**src/rtl/rk8je_databreak_if.sv**
```systemverilog
// rk8je_databreak_if
// Groups the two buses driven by the RK8JE data-break engine:
//   - break bus to the PDP-8/L memory interface:
//     brkrqst/brkgrant handshake, brkaddr, brkwrite, brkwdata, brkrdata, brkdone
//   - sector buffer port:
//     bufaddr, bufrdata (one cycle after bufaddr), bufwdata, bufwena
// Modports:
//   master - the data-break engine.
//   slave  - memory interface plus sector buffer.
interface rk8je_databreak_if;
    logic        brkrqst;
    logic        brkgrant;
    logic [14:0] brkaddr;
    logic        brkwrite;
    logic [11:0] brkwdata;
    logic [11:0] brkrdata;
    logic        brkdone;
    logic [7:0]  bufaddr;
    logic [11:0] bufrdata;
    logic [11:0] bufwdata;
    logic        bufwena;

    modport master (
        output brkrqst, brkaddr, brkwrite, brkwdata, bufaddr, bufwdata, bufwena,
        input  brkgrant, brkrdata, brkdone, bufrdata
    );

    modport slave (
        input  brkrqst, brkaddr, brkwrite, brkwdata, bufaddr, bufwdata, bufwena,
        output brkgrant, brkrdata, brkdone, bufrdata
    );
endinterface

```
**src/rtl/rk8je_databreak.sv**
```systemverilog
// rk8je_databreak
// Moves one disk sector between the 256-word sector buffer and PDP-8/L memory
// using the break request/grant handshake.
//   Disk read  (dowrite=0): buffer -> memory.
//   Disk write (dowrite=1): memory -> buffer.
// Ports:
//   CLOCK, RESET          clock and synchronous active-high reset
//   start, abort          one-cycle control pulses
//   dowrite, halfblk,
//   field, startaddr      transfer setup, sampled on start
//   bus (master)          break bus and sector buffer port
//   busy, donepulse,
//   drlate                transfer status (drlate is sticky until next start)
//   curaddr, wordcnt      progress; both hold their final values when idle
module rk8je_databreak #(
    parameter int BRKTMO = 4095,
    parameter int HALFWC = 128,
    parameter int FULLWC = 256
) (
    input  logic                      CLOCK,
    input  logic                      RESET,
    input  logic                      start,
    input  logic                      abort,
    input  logic                      dowrite,
    input  logic                      halfblk,
    input  logic [2:0]                field,
    input  logic [11:0]               startaddr,
    rk8je_databreak_if.master         bus,
    output logic                      busy,
    output logic                      donepulse,
    output logic                      drlate,
    output logic [11:0]               curaddr,
    output logic [8:0]                wordcnt
);
    localparam logic [11:0] TMO_MAX = 12'(BRKTMO);

    // LATCH is the second fetch cycle: the buffer answers one cycle after bufaddr.
    typedef enum logic [2:0] {
        S_IDLE  = 3'd0,
        S_FETCH = 3'd1,
        S_LATCH = 3'd2,
        S_REQ   = 3'd3,
        S_WAIT  = 3'd4
    } state_e;

    state_e      state_q, state_d;
    logic [2:0]  field_q, field_d;
    logic        dowrite_q, dowrite_d;
    logic        halfblk_q, halfblk_d;
    logic [11:0] curaddr_q, curaddr_d;
    logic [8:0]  wordcnt_q, wordcnt_d;
    logic [11:0] tmo_q, tmo_d;
    logic        busy_q, busy_d;
    logic        donepulse_q, donepulse_d;
    logic        drlate_q, drlate_d;
    logic        brkrqst_q, brkrqst_d;
    logic        brkwrite_q, brkwrite_d;
    logic [11:0] brkwdata_q, brkwdata_d;
    logic [7:0]  bufaddr_q, bufaddr_d;
    logic [11:0] bufwdata_q, bufwdata_d;
    logic        bufwena_q, bufwena_d;

    logic        start_go_s;
    logic        step_s;
    logic        tmo_hit_s;
    logic [8:0]  nxt_wc_s;
    logic [8:0]  target_s;
    logic        last_s;

    assign nxt_wc_s   = wordcnt_q + 9'd1;
    assign target_s   = halfblk_q ? 9'(HALFWC) : 9'(FULLWC);
    assign start_go_s = (state_q == S_IDLE) && start;
    // One word completes when memory finishes the granted cycle, unless aborted.
    assign step_s     = (state_q == S_WAIT) && !abort && bus.brkdone;
    assign last_s     = step_s && (nxt_wc_s == target_s);
    // A grant in the final timeout cycle still wins.
    assign tmo_hit_s  = (state_q == S_REQ) && !abort && !bus.brkgrant && (tmo_q == TMO_MAX);

    // State and datapath registers with synchronous reset.
    always_ff @(posedge CLOCK) begin
        if (RESET) begin
            state_q     <= S_IDLE;
            field_q     <= 3'd0;
            dowrite_q   <= 1'b0;
            halfblk_q   <= 1'b0;
            curaddr_q   <= 12'd0;
            wordcnt_q   <= 9'd0;
            tmo_q       <= 12'd0;
            busy_q      <= 1'b0;
            donepulse_q <= 1'b0;
            drlate_q    <= 1'b0;
            brkrqst_q   <= 1'b0;
            brkwrite_q  <= 1'b0;
            brkwdata_q  <= 12'd0;
            bufaddr_q   <= 8'd0;
            bufwdata_q  <= 12'd0;
            bufwena_q   <= 1'b0;
        end else begin
            state_q     <= state_d;
            field_q     <= field_d;
            dowrite_q   <= dowrite_d;
            halfblk_q   <= halfblk_d;
            curaddr_q   <= curaddr_d;
            wordcnt_q   <= wordcnt_d;
            tmo_q       <= tmo_d;
            busy_q      <= busy_d;
            donepulse_q <= donepulse_d;
            drlate_q    <= drlate_d;
            brkrqst_q   <= brkrqst_d;
            brkwrite_q  <= brkwrite_d;
            brkwdata_q  <= brkwdata_d;
            bufaddr_q   <= bufaddr_d;
            bufwdata_q  <= bufwdata_d;
            bufwena_q   <= bufwena_d;
        end
    end

    // Next-state logic; abort returns any active state to IDLE.
    always_comb begin
        state_d = state_q;
        case (state_q)
            S_IDLE: begin
                if (start) begin
                    state_d = dowrite ? S_REQ : S_FETCH;
                end else begin
                    state_d = S_IDLE;
                end
            end
            S_FETCH: state_d = abort ? S_IDLE : S_LATCH;
            S_LATCH: state_d = abort ? S_IDLE : S_REQ;
            S_REQ: begin
                if (abort || tmo_hit_s) begin
                    state_d = S_IDLE;
                end else if (bus.brkgrant) begin
                    state_d = S_WAIT;
                end else begin
                    state_d = S_REQ;
                end
            end
            S_WAIT: begin
                if (abort || last_s) begin
                    state_d = S_IDLE;
                end else if (step_s) begin
                    state_d = dowrite_q ? S_REQ : S_FETCH;
                end else begin
                    state_d = S_WAIT;
                end
            end
            default: state_d = S_IDLE;
        endcase
    end

    // Datapath and registered-output next values.
    always_comb begin
        field_d     = field_q;
        dowrite_d   = dowrite_q;
        halfblk_d   = halfblk_q;
        brkwrite_d  = brkwrite_q;
        curaddr_d   = curaddr_q;
        wordcnt_d   = wordcnt_q;
        drlate_d    = drlate_q;
        brkwdata_d  = brkwdata_q;
        bufaddr_d   = bufaddr_q;
        bufwdata_d  = bufwdata_q;
        bufwena_d   = 1'b0;

        if (start_go_s) begin
            field_d    = field;
            dowrite_d  = dowrite;
            halfblk_d  = halfblk;
            brkwrite_d = ~dowrite;
            curaddr_d  = startaddr;
            wordcnt_d  = 9'd0;
            drlate_d   = 1'b0;
        end else if (step_s) begin
            // 12-bit wrap keeps the address inside the latched field.
            curaddr_d  = curaddr_q + 12'd1;
            wordcnt_d  = nxt_wc_s;
        end else if (tmo_hit_s) begin
            drlate_d   = 1'b1;
        end else begin
            drlate_d   = drlate_q;
        end

        if (state_q == S_LATCH) begin
            brkwdata_d = bus.bufrdata;
        end else begin
            brkwdata_d = brkwdata_q;
        end

        if (state_d == S_FETCH) begin
            bufaddr_d = wordcnt_d[7:0];
        end else if (step_s && dowrite_q) begin
            bufaddr_d  = wordcnt_q[7:0];
            bufwdata_d = bus.brkrdata;
            bufwena_d  = 1'b1;
        end else begin
            bufaddr_d  = bufaddr_q;
        end

        tmo_d       = (state_q == S_REQ) ? (tmo_q + 12'd1) : 12'd0;
        busy_d      = (state_d != S_IDLE);
        brkrqst_d   = (state_d == S_REQ);
        donepulse_d = last_s;
    end

    assign bus.brkrqst  = brkrqst_q;
    assign bus.brkaddr  = {field_q, curaddr_q};
    assign bus.brkwrite = brkwrite_q;
    assign bus.brkwdata = brkwdata_q;
    assign bus.bufaddr  = bufaddr_q;
    assign bus.bufwdata = bufwdata_q;
    assign bus.bufwena  = bufwena_q;
    assign busy         = busy_q;
    assign donepulse    = donepulse_q;
    assign drlate       = drlate_q;
    assign curaddr      = curaddr_q;
    assign wordcnt      = wordcnt_q;
endmodule

```
**src/flat_wrapper.sv**
```systemverilog
// flat-port wrapper written by rule: the top's interface ports become plain ports
module rk8je_databreak_flat 
#(
    parameter int BRKTMO = 4095,
    parameter int HALFWC = 128,
    parameter int FULLWC = 256
)
  (CLOCK, RESET, start, abort, dowrite, halfblk, field, startaddr, busy, donepulse, drlate, curaddr, wordcnt, bus_brkrqst, bus_brkaddr, bus_brkwrite, bus_brkwdata, bus_bufaddr, bus_bufwdata, bus_bufwena, bus_brkgrant, bus_brkrdata, bus_brkdone, bus_bufrdata);
  rk8je_databreak_if bus_i ();
  input  logic CLOCK;
  input  logic RESET;
  input  logic start;
  input  logic abort;
  input  logic dowrite;
  input  logic halfblk;
  input  logic [2:0] field;
  input  logic [11:0] startaddr;
  output logic busy;
  output logic donepulse;
  output logic drlate;
  output logic [11:0] curaddr;
  output logic [8:0] wordcnt;
  output wire logic [$bits(bus_i.brkrqst)-1:0] bus_brkrqst;
  output wire logic [$bits(bus_i.brkaddr)-1:0] bus_brkaddr;
  output wire logic [$bits(bus_i.brkwrite)-1:0] bus_brkwrite;
  output wire logic [$bits(bus_i.brkwdata)-1:0] bus_brkwdata;
  output wire logic [$bits(bus_i.bufaddr)-1:0] bus_bufaddr;
  output wire logic [$bits(bus_i.bufwdata)-1:0] bus_bufwdata;
  output wire logic [$bits(bus_i.bufwena)-1:0] bus_bufwena;
  input wire logic [$bits(bus_i.brkgrant)-1:0] bus_brkgrant;
  input wire logic [$bits(bus_i.brkrdata)-1:0] bus_brkrdata;
  input wire logic [$bits(bus_i.brkdone)-1:0] bus_brkdone;
  input wire logic [$bits(bus_i.bufrdata)-1:0] bus_bufrdata;
  assign bus_brkrqst = bus_i.brkrqst;
  assign bus_brkaddr = bus_i.brkaddr;
  assign bus_brkwrite = bus_i.brkwrite;
  assign bus_brkwdata = bus_i.brkwdata;
  assign bus_bufaddr = bus_i.bufaddr;
  assign bus_bufwdata = bus_i.bufwdata;
  assign bus_bufwena = bus_i.bufwena;
  assign bus_i.brkgrant = bus_brkgrant;
  assign bus_i.brkrdata = bus_brkrdata;
  assign bus_i.brkdone = bus_brkdone;
  assign bus_i.bufrdata = bus_bufrdata;
  rk8je_databreak #(.BRKTMO(BRKTMO), .HALFWC(HALFWC), .FULLWC(FULLWC)) u_core (.CLOCK(CLOCK), .RESET(RESET), .start(start), .abort(abort), .dowrite(dowrite), .halfblk(halfblk), .field(field), .startaddr(startaddr), .bus(bus_i), .busy(busy), .donepulse(donepulse), .drlate(drlate), .curaddr(curaddr), .wordcnt(wordcnt));
endmodule
```
**config.mk**
```make
export PLATFORM = sky130hd
export DESIGN_NAME = rk8je_databreak_flat
export DESIGN_NICKNAME = d
export VERILOG_FILES = /design/src/rtl/rk8je_databreak_if.sv /design/src/rtl/rk8je_databreak.sv /design/src/flat_wrapper.sv
export SDC_FILE = /design/constraint.sdc
export NUM_CORES = 1
export LEC_CHECK = 0
export CAP_MARGIN = 10
export CORE_ASPECT_RATIO = 1.5
export CORE_MARGIN = 5
export CORE_UTILIZATION = 40
export DETAILED_ROUTE_END_ITERATION = 10
export PLACE_DENSITY = 0.74
export SKIP_CTS_REPAIR_TIMING = 1
export SLEW_MARGIN = 0
export SYNTH_ARGS = -nofsm -noshare
export SYNTH_HDL_FRONTEND = slang
export SYNTH_SLANG_ARGS = --single-unit
```
**constraint.sdc**
```tcl
create_clock -name CLOCK -period 2.8 [get_ports CLOCK]
set_clock_uncertainty 0.05 [all_clocks]
set_input_delay 0.56 -clock CLOCK [delete_from_list [all_inputs] [get_ports CLOCK]]
set_output_delay 0.56 -clock CLOCK [all_outputs]
set_load 0.05 [all_outputs]
```
Word level (Yosys, flattened, before mapping):

Index checks and enable logic that the tools add are counted.

* word-level logic and storage cells: 71
* bits in writable memories: 0
* bits in read-only memories: 0
* memories kept: 0
* register bits: 79
* latch bits: 0

* reduce and logical (&&, ||, !) cells: 21
* add/sub/neg operators: 3
* divide/modulo/power cells: 0
* equality and inequality tests: 8
* $mul: 0
* order comparisons: 0
* shift operators: 0
* muxes and demuxes: 18
* bitwise gates (word level): 4

Operator list (count)
* two-way mux 8 bit: 4
* adder 12 x 1 -> 12 bit, second input constant: 2
* two-way mux 12 bit: 2
* two-way mux 3 bit: 5
* one-hot mux 3 bit (5 select lines): 1
* equality test 12 bit, second input constant: 1
* adder 9 x 1 -> 9 bit, second input constant: 1
* equality test 3 x 2 -> 1 bit, second input constant: 3
* equality test 9 bit: 1
* two-way mux 9 bit: 1
* logical AND 1 bit: 8
* two-way mux 2 bit: 4
* equality test 3 x 1 -> 1 bit, second input constant: 2
* OR reduction 2 bit: 3
* inverter 1 bit: 4
* AND reduction 2 bit: 2
* nonzero test 2 bit: 2
* equality test 3 bit, second input constant: 1
* zero test 3 bit: 1
* nonzero test 3 bit: 1
* zero test 1 bit: 2
* logical OR 1 bit: 2
* two-way mux 1 bit: 1

Longest topological paths before layout:

Gate-level depths: netlist (run 1).

* word-level depth: 10
* depth in mapped cells: 9
* depth with buffers taken out: 8

Least setup slack after synthesis (run 1):

Ideal clock, no wire load.

* path type: register to register
* from: register u_core.wordcnt_q[0] (netlist: u_core.wordcnt[0])
* to: register u_core.bufaddr_q[1] (netlist: u_core.bus.bufaddr[1])
* slack: -201 ps
* arrival time: 2877 ps
* cell stages (with the launch flop): 10
* cell sequence: dfxtp_1 ha_1 clkbuf_2 nand3_1 or4_1 o31ai_1 o221ai_2 a2111oi_4 a22oi_1 o21ai_0

* longest elaborated chain between the ends: 8

Ends and longest elaborated chain
* start: declaration: RTL line rk8je_databreak.sv:51 `logic [8:0] wordcnt_q, wordcnt_d;`
* start signal: assignment: RTL line rk8je_databreak.sv:104 `wordcnt_q <= wordcnt_d;`
* adder 9 x 1 -> 9 bit *: RTL line rk8je_databreak.sv:70 `assign nxt_wc_s = wordcnt_q + 9'd1;`
* equality test 9 bit: RTL line rk8je_databreak.sv:75 `assign last_s = step_s && (nxt_wc_s == target_s);`
* logical AND 1 bit: RTL line rk8je_databreak.sv:75
* logical OR 1 bit: RTL line rk8je_databreak.sv:141 `if (abort || last_s) begin`
* two-way mux 3 bit: RTL line rk8je_databreak.sv:141
* one-hot mux 3 bit (5 select lines): RTL line rk8je_databreak.sv:121 `case (state_q)`
* equality test 3 x 1 -> 1 bit: RTL line rk8je_databreak.sv:191 `if (state_d == S_FETCH) begin`
* two-way mux 8 bit / nonzero test 2 bit (equally long branches)
* end signal: assignment: RTL line rk8je_databreak.sv:112 `bufaddr_q <= bufaddr_d;`
* end: declaration: RTL line rk8je_databreak.sv:59 `logic [7:0] bufaddr_q, bufaddr_d;`

Mark *: on every way between the ends. The rest lies on a longest branch, timed or not.
A chain may end at the register's enable or synchronous reset.

Worst setup path in the final report (run 1):

* from: input port bus_brkdone
* to: register u_core.bufaddr_q[4] (netlist: u_core.bus.bufaddr[4])

* longest elaborated chain between the ends: 7

Ends and longest elaborated chain
* start: declaration: RTL line flat_wrapper.sv:32 `input wire logic [$bits(bus_i.brkdone)-1:0] bus_brkdone;`
* logical AND 1 bit *: RTL line rk8je_databreak.sv:74 `assign step_s = (state_q == S_WAIT) && !abort && bus.brkdone;`
* logical AND 1 bit: RTL line rk8je_databreak.sv:75
* logical OR 1 bit: RTL line rk8je_databreak.sv:141
* two-way mux 3 bit: RTL line rk8je_databreak.sv:141
* one-hot mux 3 bit (5 select lines): RTL line rk8je_databreak.sv:121
* equality test 3 x 1 -> 1 bit: RTL line rk8je_databreak.sv:191
* two-way mux 8 bit / nonzero test 2 bit (equally long branches)

Marks and branches as above.

==> metrics.cfg, run 1 <==
[drt]
drt_pass1_iterations = 4
post_drt_wl_per_cell_um = 15.4
ant_nets = 0
drc = 0
drt-vias-per-instance = 5.22
vias = 3512
drt_iter0_markers = 161
finalWirelength_um = 10300

[place]
port_buffers = 120
place_hpwl_um = 7610
gp_congestion = 0.819
placed_cell_area_sq_mm = 0.00491
dp_slack_ps = -215

[timing]
worst_pin_slew_ps = 771
setup_viol_count_final = 0
slew_headroom_pct = 48.6
min_period_ps = 2660
fmax_mhz = 376
finalMaxSlewViolations = 0
rsz0062_at_grt = no
hold_viol = 0
worst_slack_ps = 140
min_period_over_period_pct = 95.0

[worst_hold_path]
hold_depth = 2
whs_endpoint = u_core.field_q[1]
min_from = u_core.field_q[1]
hold_class = flop to flop

[logic_synthesis]
ys_seq_area_share_pct = 44.0
ys_ff_latch = 79
syn_inst = 442
synth_area_per_cell_sq_um = 8.13
yosys-mux-area-fraction_pct = 0
yosys.area_share.simple_pct = 25.9
synth_flop_cell = dfxtp_1
yosys.area_share.adder_pct = 1.39
synthXorXnorAreaFrac_pct = 4.14
synth_top_family_by_area = simple AND/OR/NAND/NOR gates
yosysUniqueCellTypes = 48
synthArstFlopShare_pct = 0
yosysWarnings = 0
synth_fp_nets = 493
syn_area_sq_mm = 0.00359
synth_compound_area_share_pct = 17.9
synth_edf_count = 0

[worst_setup_path]
required_ps = 3010
r2r.worst_path.cells = 10
r2r_start = u_core.wordcnt[0]
path_class = input pin to flop
r2r-end = u_core.bus.bufaddr[4]
cp.arrival_ps = 2870
critPathLaunchType = input pin
end_kind = flop
path_max_fanout = 8
ff2ff_setup_slack_ps = 160

[clock_tree]
cts_tree = built
cts_sinks = 79
clockBufferDepth = 2
root_buffer = clkbuf_16
clk_pin_slew_ps = 60
h-tree-depth = 3
cts_made_buffers = 9
clock_latency_ps = 340

[floorplanning]
die_width_um = 87.4
initial_core_util_pct = 40.7
dieArea_sq_mm = 0.0110
core-area_sq_mm = 0.00883
die_h_um = 126
ios = 121
std_cell_rows = 42

[finish]
final_common_cell = clkdlybuf4s50_1
layout.nets = 609
antenna-diode-count = 0
drive_gt1_share_pct = 9.41
regArea_sq_mm = 0.00158
mostFrequentLayoutCells = 119 x clkdlybuf4s50_1, 84 x nand2_1, 77 x dfxtp_1
area_delta_synth_final_pct = 47.0
stdcell_area_sq_mm = 0.00528
n_fill_cell = 769
multiInputGateArea_sq_mm = 0.00180

[global_routing]
track_usage_pct = 19.0
grt_pass1_vias = 3367
antenna_found_initial = 0
grt_pass1_wl_um = 16600
grt_overflow = 0
grt_max_degree = 40

[pwr]
p_int_uw = 2270
leakage_uw = 0.00186
pwr_density_cell_mw_per_mm2 = 586
p_seq_share_pct = 39.1
comb_power_share_pct = 17.3
switchingPower_uw = 825
swShare_pct = 26.6
clock_power_share_pct = 43.6
ir_drop_uv = 410

[status]
run_status = completed

[run]
drv_cap = 0

==> critical path: stages <==
cell	delay (ps)
clkdlybuf4s50_1	480
nand2_1	70
or4_4	450
a2111oi_4	340
o221ai_4	200
a2111oi_4	390
buf_4	220
a22oi_1	70
o21ai_0	90
==> power by group through the flow <==
stage,registers (uW),clock network [uW],logic (uW)
2_1_floorplan,1340,0,220
3_3_place_gp,1230,0,531
3_5_place_dp,1230,0,537
4_1_cts,1210,1370,539
5_1_grt,1220,1420,566
6_report,1210,1350,537
==> sequential cells by signal, summed over array words and instances (netlist names), 3 cells and up <==
register             flops
u_core.tmo_q            12
u_core.bus.brkwdata     12
u_core.wordcnt           9
u_core.curaddr          12
u_core.state_q           3
u_core.field_q           3
u_core.bus.bufwdata     12
u_core.bus.bufaddr       8
==> cells in the mapped netlist (all sizes together), types with 8 or more instances <==
cell | count | share of area, %
nand3 | 13 | 1.8
o21ai | 21 | 2.9
inv | 8 | 0.84
xor2 | 12 | 2.9
or3 | 8 | 1.4
nor2 | 40 | 4.2
dfxtp | 79 | 44
nand2 | 84 | 8.8
a22oi | 9 | 1.9
buf | 19 | 3.7
a21oi | 46 | 6.4
clkbuf | 20 | 2.1
==> layout make-up <==
cell class	count	share of cell area, %
multi-input cells	316	34.0
repair buffers	144	26.3
flip-flops and latches	79	30.0
well taps	110	2.60
clock buffers	11	4.59
inverters	8	0.568
clock inverters	5	1.99
==> logic make-up after synthesis <==
kind of cell	Yosys count
DFF	79
buffers and inverters	47
and+or+nand+nor	195
adders and majority gates	4
AOI/OAI and AO/OA	100
xor gates and xnor gates	17
==> worst max path at each step <==
stage                                  to         startpoint  depth (start not counted)  slack [ps]
global route        u_core.bus.bufaddr[4]  u_core.wordcnt[0]                          9           9
floorplan           u_core.bus.bufaddr[1]  u_core.wordcnt[2]                          9          50
finish              u_core.bus.bufaddr[4]        bus_brkdone                          9         140
detailed placement  u_core.bus.bufaddr[0]        bus_brkdone                          9        -220
CTS                 u_core.bus.bufaddr[1]        bus_brkdone                          9         130
global placement    u_core.bus.bufaddr[4]        bus_brkdone                          9        -120
==> through the flow <==
step	hold slack, ps	cells	power [uW]	utilization [%]	setup TNS [ps]
global placement	388	656	1760	55.6	-918
detailed placement	397	656	1770	55.6	-1770
floorplan	376	442	1560	-	0
CTS	405	672	3120	59.6	0
global route	418	673	3210	59.8	0
finish	402	673	3100	59.8	0
==> routing by layer <==
| metal | vias to the layer above | part of all wire, % | GRT usage, % |
|---|---|---|---|
| li1 | 1758 | - | - |
| met1 | 1650 | 38 | 21.4 |
| met2 | 80 | 55 | 33.6 |
| met3 | 24 | 4.4 | 3.20 |
| met4 | 0 | 3.2 | 9.49 |
| met5 | - | 0 | 0 |
(Power assumes the default switching activity.)
==> inputs of run 2 (changes only) <==
--- a/config.mk
+++ b/config.mk
@@ -10,6 +10,7 @@
 export CORE_MARGIN = 5
 export CORE_UTILIZATION = 40
 export DETAILED_ROUTE_END_ITERATION = 10
+export MAX_ROUTING_LAYER = met4
 export PLACE_DENSITY = 0.74
 export SKIP_CTS_REPAIR_TIMING = 1
 export SLEW_MARGIN = 0
==> run 2 against run 1 <==
Compared with the run above: combinational power hardly changed; critical path depth stayed put; utilization stayed put; power hardly changed; wire length is 0.47% lower; setup slack better by 5.5 ps; fmax is 0.21% higher; clock-buffer cell count stayed put; register-to-register slack hardly changed; sequential cell count stayed put; sequential share of layout area stayed put; critical endpoint unchanged; largest power group unchanged.
==> metrics.cfg, run 2 (same netlist as run 1, synthesis figures left out) <==
[timing]
min_period_over_period_pct = 94.8  ; was 95.0%
finalMaxSlewViolations = 0  ; unchanged
worst_pin_slew_ps = 770  ; was 771 ps
fmax_mhz = 377  ; was 376 MHz
setup_viol_count_final = 0  ; unchanged
hold_viol = 0  ; unchanged
rsz0062_at_grt = no  ; unchanged
slew_headroom_pct = 48.6  ; about the same
min_period_ps = 2650  ; was 2660 ps

[clock_tree]
clock_latency_ps = 340  ; about the same
clk_pin_slew_ps = 60  ; about the same
cts_sinks = 79  ; unchanged
cts_made_buffers = 9  ; unchanged
root_buffer = clkbuf_16  ; unchanged
h-tree-depth = 3  ; unchanged
cts_tree = built  ; unchanged
clockBufferDepth = 2  ; unchanged

[worst_setup_path]
ff2ff_setup_slack_ps = 170  ; was 160 ps
r2r_start = u_core.wordcnt[0]  ; unchanged
end_kind = flop  ; unchanged
critPathLaunchType = input pin  ; unchanged
r2r.worst_path.cells = 10  ; unchanged
required_ps = 3010  ; about the same
path_class = input pin to flop  ; unchanged
r2r-end = u_core.bus.bufaddr[4]  ; unchanged
path_max_fanout = 8  ; unchanged
cp.arrival_ps = 2860  ; was 2870 ps

[floorplanning]
std_cell_rows = 42  ; unchanged
die_h_um = 126  ; unchanged
ios = 121  ; unchanged
core-area_sq_mm = 0.00883  ; unchanged
dieArea_sq_mm = 0.0110  ; unchanged
die_width_um = 87.4  ; unchanged
initial_core_util_pct = 40.7  ; unchanged

[finish]
layout.nets = 609  ; unchanged
antenna-diode-count = 0  ; unchanged
area_delta_synth_final_pct = 47.0  ; unchanged
mostFrequentLayoutCells = 119 x clkdlybuf4s50_1, 84 x nand2_1, 77 x dfxtp_1  ; unchanged
final_cell_count_no_fill = 673  ; unchanged
n_fill_cell = 769  ; unchanged
drive_gt1_share_pct = 9.41  ; unchanged
regArea_sq_mm = 0.00158  ; unchanged
multiInputGateArea_sq_mm = 0.00180  ; unchanged
final_common_cell = clkdlybuf4s50_1  ; unchanged

[drt]
drt-vias-per-instance = 5.22  ; about the same
drt_pass1_iterations = 5  ; was 4
finalWirelength_um = 10300  ; about the same
ant_nets = 0  ; unchanged
drc = 0  ; unchanged
post_drt_wl_per_cell_um = 15.3  ; was 15.4 um
drt_iter0_markers = 160  ; was 161
vias = 3515  ; was 3,512

[worst_hold_path]
min_from = u_core.bus.brkwdata[4]  ; was u_core.field_q[1]
hold_class = flop to flop  ; unchanged
hold_depth = 2  ; unchanged
whs_endpoint = u_core.bus.brkwdata[4]  ; was u_core.field_q[1]

[status]
run_status = completed  ; unchanged

[pwr]
leakage_uw = 0.00186  ; unchanged
power_uw = 3100  ; about the same
ir_drop_uv = 406  ; was 410 uV
switchingPower_uw = 824  ; was 825 uW
pwr_density_cell_mw_per_mm2 = 586  ; about the same
swShare_pct = 26.6  ; about the same
p_int_uw = 2270  ; about the same
comb_power_share_pct = 17.4  ; was 17.3%
clock_power_share_pct = 43.6  ; about the same
p_seq_share_pct = 39.1  ; about the same

[place]
gp_congestion = 0.831  ; was 0.819
dpl.cell_count = 656  ; unchanged
place_hpwl_um = 7610  ; unchanged
port_buffers = 120  ; unchanged

[global_routing]
grt_max_degree = 40  ; unchanged
grt_pass1_vias = 3363  ; was 3,367
antenna_found_initial = 0  ; unchanged
grt_overflow = 0  ; unchanged
grt_pass1_wl_um = 16600  ; about the same
track_usage_pct = 19.5  ; was 19.0%

[run]
drv_cap = 0  ; unchanged

## run 2: final cells by class
type	count	area share (%)
multi-input combinational	316	34.0
sequential	79	30.0
timing repair buffer	144	26.3
clock buffer	11	4.59
tap	110	2.60
clock inverter	5	1.99
inverter	8	0.568
## run 2: how the worst max path moves through the flow
stage / start / endpoint / slack [ps] / cells after the start
floorplan: u_core.wordcnt[2] / u_core.bus.bufaddr[1] / 50 / 9
global placement: bus_brkdone / u_core.bus.bufaddr[4] / -120 / 9
detailed placement: bus_brkdone / u_core.bus.bufaddr[0] / -220 / 9
CTS: bus_brkdone / u_core.bus.bufaddr[1] / 130 / 9
global route: u_core.wordcnt[0] / u_core.bus.bufaddr[4] / 10 / 9
finish: bus_brkdone / u_core.bus.bufaddr[4] / 150 / 9
## run 2: metal layers
layer	up-vias	wire length, um	global-route usage (%)
li1	1758	-	-
met1	1659	4040	21.5
met2	80	5640	33.5
met3	18	360	2.61
met4	0	248	9.49
met5	-	0	-
## run 2: power groups by stage
stage | logic, uW | clock network [uW] | registers (uW)
2_1_floorplan | 220 | 0 | 1340
3_3_place_gp | 531 | 0 | 1230
3_5_place_dp | 537 | 0 | 1230
4_1_cts | 539 | 1370 | 1210
5_1_grt | 566 | 1420 | 1220
6_report | 537 | 1350 | 1210
## run 2: stage by stage
stage,instance area [sq um],setup slack [ps],hold slack (ps),TNS (ps),utilization (%)
final,5280,145,401,0,59.8
after global routing,5280,14.6,418,0,59.8
after floorplan,3600,51.4,376,0,-
after global placement,4910,-118,388,-918,55.6
after CTS,5260,131,405,0,59.6
after detailed placement,4910,-215,397,-1770,55.6
## run 2: worst max-delay path, cell delays in order
cell and delay [ps]:
clkdlybuf4s50_1 480, nand2_1 70, or4_4 450, a2111oi_4 340, o221ai_4 200, a2111oi_4 380, buf_4 220, a22oi_1 70
o21ai_0 90
